===== src/rtl/phy_clk_div_gen.sv =====
// phy_clk_div_gen: phase-aligned clk/2^(i+1) generator with per-output
// glitch-free gating, rise ticks, frame marker and lock indication.
module phy_clk_div_gen #(
   parameter int NUM_DIV     = 6,
   parameter int LOCK_FRAMES = 2
) (
   input  logic               clk_i,
   input  logic               reset_i,
   input  logic               en_i,
   input  logic               sync_req_i,
   input  logic [NUM_DIV-1:0] out_en_i,
   output logic [NUM_DIV-1:0] clk_div_o,
   output logic [NUM_DIV-1:0] tick_rise_o,
   output logic               frame_start_o,
   output logic               locked_o
);

   localparam logic [NUM_DIV-1:0] ONE = NUM_DIV'(1);
   localparam logic [3:0]         LF4 = 4'(LOCK_FRAMES);

   logic [NUM_DIV-1:0] cnt_q, cnt_d;
   logic [NUM_DIV-1:0] gate_q, gate_d;
   logic [NUM_DIV-1:0] div_q, div_d;
   logic [NUM_DIV-1:0] tick_q, tick_d;
   logic               frame_q, frame_d;
   logic [3:0]         lock_cnt_q, lock_cnt_d;
   logic               locked_q, locked_d;

   // Next state: sync restarts, en advances, otherwise hold with ticks low.
   always_comb begin
      cnt_d      = cnt_q;
      gate_d     = gate_q;
      div_d      = div_q;
      tick_d     = '0;
      frame_d    = 1'b0;
      lock_cnt_d = lock_cnt_q;
      locked_d   = locked_q;
      if (sync_req_i) begin
         cnt_d      = '0;
         gate_d     = out_en_i;
         div_d      = '0;
         lock_cnt_d = '0;
         locked_d   = 1'b0;
      end else if (en_i) begin
         cnt_d = cnt_q - ONE;
         // Gate only changes while its output is in a low phase.
         for (int i = 0; i < NUM_DIV; i++) begin
            if (!cnt_d[i]) begin
               gate_d[i] = out_en_i[i];
            end
         end
         div_d   = cnt_d & gate_d;
         tick_d  = div_d & ~div_q;
         frame_d = &cnt_d;
         if (frame_q && (lock_cnt_q != LF4)) begin
            lock_cnt_d = lock_cnt_q + 4'd1;
         end
         if (lock_cnt_d == LF4) begin
            locked_d = 1'b1;
         end
      end
   end

   // State and output registers, cleared asynchronously.
   always_ff @(posedge clk_i or posedge reset_i) begin
      if (reset_i) begin
         cnt_q      <= '0;
         gate_q     <= '1;
         div_q      <= '0;
         tick_q     <= '0;
         frame_q    <= 1'b0;
         lock_cnt_q <= '0;
         locked_q   <= 1'b0;
      end else begin
         cnt_q      <= cnt_d;
         gate_q     <= gate_d;
         div_q      <= div_d;
         tick_q     <= tick_d;
         frame_q    <= frame_d;
         lock_cnt_q <= lock_cnt_d;
         locked_q   <= locked_d;
      end
   end

   assign clk_div_o     = div_q;
   assign tick_rise_o   = tick_q;
   assign frame_start_o = frame_q;
   assign locked_o      = locked_q;

endmodule


===== config.mk =====
export PLATFORM = sky130hd
export DESIGN_NAME = phy_clk_div_gen
export DESIGN_NICKNAME = d
export VERILOG_FILES = /design/src/rtl/phy_clk_div_gen.sv
export SDC_FILE = /design/constraint.sdc
export NUM_CORES = 1
export LEC_CHECK = 0
export ABC_CLOCK_PERIOD_IN_PS = 2580
export BUFFER_PORTS_ARGS = -buffer_cell sky130_fd_sc_hd__buf_4
export CAP_MARGIN = 0
export CORE_MARGIN = 2
export CORE_UTILIZATION = 55
export CTS_BUF_LIST = sky130_fd_sc_hd__clkbuf_8
export CTS_CLUSTER_DIAMETER = 200
export DETAILED_ROUTE_END_ITERATION = 12
export MAX_ROUTING_LAYER = met4
export PLACE_DENSITY = 0.77
export SETUP_SLACK_MARGIN = 0.5
export SYNTH_ARGS = -nofsm -noshare
export SYNTH_HDL_FRONTEND = slang
export SYNTH_SLANG_ARGS = --single-unit

===== constraint.sdc =====
create_clock -name clk_i -period 2.58 [get_ports clk_i]
set_input_delay 0.387 -clock clk_i [delete_from_list [all_inputs] [get_ports clk_i]]
set_output_delay 0.387 -clock clk_i [all_outputs]
set_load 0.01 [all_outputs]

==> impl_metrics.prom <==
# TYPE chip_impl_metric gauge
chip_impl_metric{name="setup_viol_count_final",unit=""} 0
chip_impl_metric{name="route.detailed.wl_per_inst",unit="µm"} 14.8
chip_impl_metric{name="vias_per_cell",unit=""} 5.57
chip_impl_info{name="mostFrequentLayoutCells",value="dfrtp_1, buf_4, a21oi_1, nor2_1"} 1
chip_impl_metric{name="cp_slowest_stage_delay",unit="ps"} 440
chip_impl_metric{name="placedCellCount",unit=""} 190
chip_impl_info{name="root_buffer",value="clkbuf_8"} 1
chip_impl_info{name="cp_top_family",value="flip-flops"} 1
chip_impl_info{name="min_path_type",value="input pin to async pin"} 1
chip_impl_metric{name="count_of_port_buffers_added_during_placement",unit=""} 23
chip_impl_metric{name="die-area",unit="µm²"} 3210
chip_impl_metric{name="timing.clock.skew",unit="ps"} 9.00
chip_impl_metric{name="synth_cell_types",unit=""} 37
chip_impl_info{name="critical_path_class",value="flop to flop"} 1
chip_impl_metric{name="groute.layer.met1.usage",unit=""} 0.245
chip_impl_metric{name="num_rows",unit=""} 19
chip_impl_info{name="outcome",value="complete, no violations"} 1
chip_impl_metric{name="routed_wirelength",unit="µm"} 2940
chip_impl_metric{name="synth.avg_cell_area",unit="µm²"} 10.7
chip_impl_metric{name="crit_required",unit="ps"} 2760
chip_impl_metric{name="syn_inst",unit=""} 142
chip_impl_metric{name="grt_pass1_wl",unit="µm"} 5040
chip_impl_info{name="timing.critical_path.cells",value="inv_1 > ha_1 > nor3b_2 > mux2i_1 > a22oi_1 > o41ai_2"} 1
chip_impl_metric{name="tightest_slew",unit="ps"} 385
chip_impl_metric{name="largest_net_degree_at_the_start_of_global_routing",unit=""} 31
chip_impl_metric{name="drc",unit=""} 0
chip_impl_metric{name="worst-path-max-fanout",unit=""} 6
chip_impl_metric{name="detailed_place_hpwl",unit="µm"} 1980
chip_impl_info{name="critical-path-slowest-cell",value="dfrtp_1"} 1
chip_impl_metric{name="grtUsageMet3",unit=""} 0.0484
chip_impl_metric{name="cellPowerDensity",unit="nW/µm²"} 635
chip_impl_metric{name="num_io_pins",unit=""} 24
chip_impl_info{name="critPathLaunchType",value="flop"} 1
chip_impl_metric{name="slew-limit-headroom",unit=""} 0.743
chip_impl_metric{name="number_of_global_route_vias_before_repair",unit=""} 1150
chip_impl_metric{name="yosysSeqAreaShare",unit=""} 0.497
chip_impl_info{name="clock_tree_from_tritoncts",value="done"} 1
chip_impl_info{name="most_crowded_layer_after_global_routing",value="met2"} 1
chip_impl_metric{name="cts_hold_repair.buffers",unit=""} 0
chip_impl_metric{name="grt_met2_usage",unit=""} 0.346
chip_impl_metric{name="worstPathBufferInverterCount",unit=""} 1
chip_impl_metric{name="clock_latency",unit="ps"} 280
chip_impl_metric{name="flow.area_growth_from_synthesis",unit="%"} 17.3
chip_impl_metric{name="fin_nets",unit=""} 180
chip_impl_metric{name="cts.sinks",unit=""} 30
chip_impl_metric{name="via_count",unit=""} 1102
chip_impl_metric{name="core",unit="µm²"} 2690
chip_impl_metric{name="crit_arrival",unit="ps"} 2090
chip_impl_metric{name="cts-resized-gates",unit=""} 0
chip_impl_metric{name="antenna_violations_before_repair",unit=""} 0
chip_impl_metric{name="synth_fp_nets",unit=""} 156
chip_impl_metric{name="post_cts_repair_setup_buffers",unit=""} 0
chip_impl_metric{name="count_of_nets_left_with_antenna_violations_after_detail_routing",unit=""} 0
chip_impl_metric{name="synth_warnings",unit=""} 0
chip_impl_metric{name="clock_slew_at_reported_path_ffs",unit="ps"} 70
chip_impl_metric{name="die_height",unit="µm"} 56.7
chip_impl_metric{name="diodes",unit=""} 0
chip_impl_metric{name="ctsHtreeMaxLevel",unit=""} 2
chip_impl_metric{name="maxClockFrequency",unit="GHz"} 0.524
chip_impl_metric{name="fin_setup_tns",unit="ps"} 0
chip_impl_metric{name="die_w",unit="µm"} 56.7
chip_impl_metric{name="final_cell_count_no_fill",unit=""} 198
chip_impl_metric{name="drtIter0Drc",unit=""} 24
chip_impl_info{name="critical_path.endpoint_type",value="flop"} 1
chip_impl_metric{name="drv_cap",unit=""} 0
chip_impl_metric{name="p_leak",unit="nW"} 0.801
chip_impl_metric{name="initial_utilization",unit=""} 0.568
chip_impl_metric{name="gp_congestion",unit=""} 0.858
chip_impl_metric{name="detailedRoute.firstPassIterationCount",unit=""} 4
chip_impl_metric{name="grt_overflow_total",unit=""} 0
chip_impl_metric{name="post-route-util",unit=""} 0.666
chip_impl_metric{name="fin_crit_sh",unit=""} 0.740
chip_impl_metric{name="drive_above_1_share",unit=""} 0.269
chip_impl_metric{name="cts_max_path_buffers",unit=""} 2
chip_impl_metric{name="cts_inserted_buffers",unit=""} 5
chip_impl_metric{name="synth-seq-cells",unit=""} 30
chip_impl_metric{name="vdd_drop_max",unit="µV"} 547
chip_impl_info{name="rsz0062_at_grt",value="false"} 1
chip_impl_metric{name="grt_usage",unit=""} 0.216
chip_impl_metric{name="number_of_max_slew_violations_in_the_final_report",unit=""} 0
chip_impl_metric{name="finalCriticalPeriod",unit="ps"} 1910
chip_impl_metric{name="final_hold_viol_count",unit=""} 0
chip_impl_metric{name="post_synthesis_instance_area",unit="µm²"} 1530
==> cells by family after synthesis <==
kind of cell	Yosys count	synth area share
fa+ha+maj	4	0.0328
simple gates	50	0.189
mux	7	0.0509
compound gates	25	0.120
flops	30	0.497
xor+xnor	12	0.0689
buf+inv	14	0.0418
==> cell type report <==
class,instances,area (µm²)
inverters,7,26.3
repair buffers,24,180
clock buffers,5,68.8
flip-flops and latches,30,758
clock inverters,3,13.8
multi-input cells,98,703
well taps,31,38.8
fillers,220,897
==> worst reg2reg max path: cells and delay by family, from the launching register on <==
family / cells / cell delay, ps
buffers and inverters: 1 / 180
multiplexers: 1 / 240
adder cells (fa/ha/maj): 1 / 180
flip-flops: 1 / 440
AND/OR/NAND/NOR: 1 / 350
AO/OA/AOI/OAI: 2 / 400
==> final timing paths <==
kind	from	endpoint	slack [ps]	cells past startpoint
max in group asynchronous	reset_i	gate_q[0]	2080	3
min in group clk_i	out_en_i[3]	gate_q[3]	320	2
worst max register to register	lock_cnt_q[0]	locked_o	670	6
worst max-delay path	lock_cnt_q[0]	locked_o	670	6
worst min-delay path	reset_i	lock_cnt_q[0]	180	3
worst min register to register	clk_div_o[3]	tick_rise_o[3]	460	1
==> sequential cells by signal, indices dropped and copies added, names as in the netlist <==
name	cells
tick_rise_o	6
clk_div_o	6
frame_start_o	1
cnt_q	6
locked_o	1
lock_cnt_q	4
gate_q	6
==> where the power goes <==
| group | switching (mW) | internal (mW) |
|---|---|---|
| sequential | 0.0416 | 0.521 |
| clock | 0.168 | 0.182 |
| combinational | 0.113 | 0.109 |
==> synth_stat cells <==
library cell  count  share of area
inv_1             7          0.017
a41o_1            1         0.0066
xnor2_1           8          0.046
o41ai_2           1          0.011
mux2_1            3          0.022
nor3b_4           1          0.012
a22oi_1           1         0.0049
or3_1             1         0.0041
nor3_1            6          0.020
nor3_4            1          0.011
buf_1             1         0.0025
a21oi_1          12          0.039
nand2b_1          7          0.029
a2111oi_4         1          0.018
buf_2             3         0.0098
xor2_1            4          0.023
clkbuf_1          2         0.0049
o21a_1            3          0.015
o32ai_1           1         0.0057
nand3_1           8          0.026
a31oi_1           2         0.0082
nand4_1           1         0.0041
nor2_1           11          0.027
dfstp_2           6           0.10
ha_1              4          0.033
buf_6             1         0.0074
nand2_1           7          0.017
nor2b_1           1         0.0041
nor4b_1           1         0.0057
mux2_2            3          0.022
nand3b_1          3          0.015
a211oi_1          1         0.0049
mux2i_1           1         0.0066
dfrtp_1          24           0.39
o21ai_0           2         0.0066
nor3b_2           1         0.0082
nand4b_1          1         0.0057
==> routing by layer <==
metal	vias up	wire length, µm	part of all wire
li1	539	-	-
met1	526	1260	0.43
met2	28	1480	0.50
met3	9	122	0.042
met4	0	78	0.027
met5	-	0	0
==> stage by stage <==
step                      hold slack (ps)  power (mW)  setup WS [ps]  area [µm²]
after floorplan                       473       0.732            866        1530
after global placement                447       0.786            818        1710
after detailed placement              446       0.794            661        1710
after CTS                             187        1.15            656        1790
after global routing                  232        1.20            519        1790
final                                 180        1.14            670        1790
Note: power is estimated with default switching activity, not from simulation.
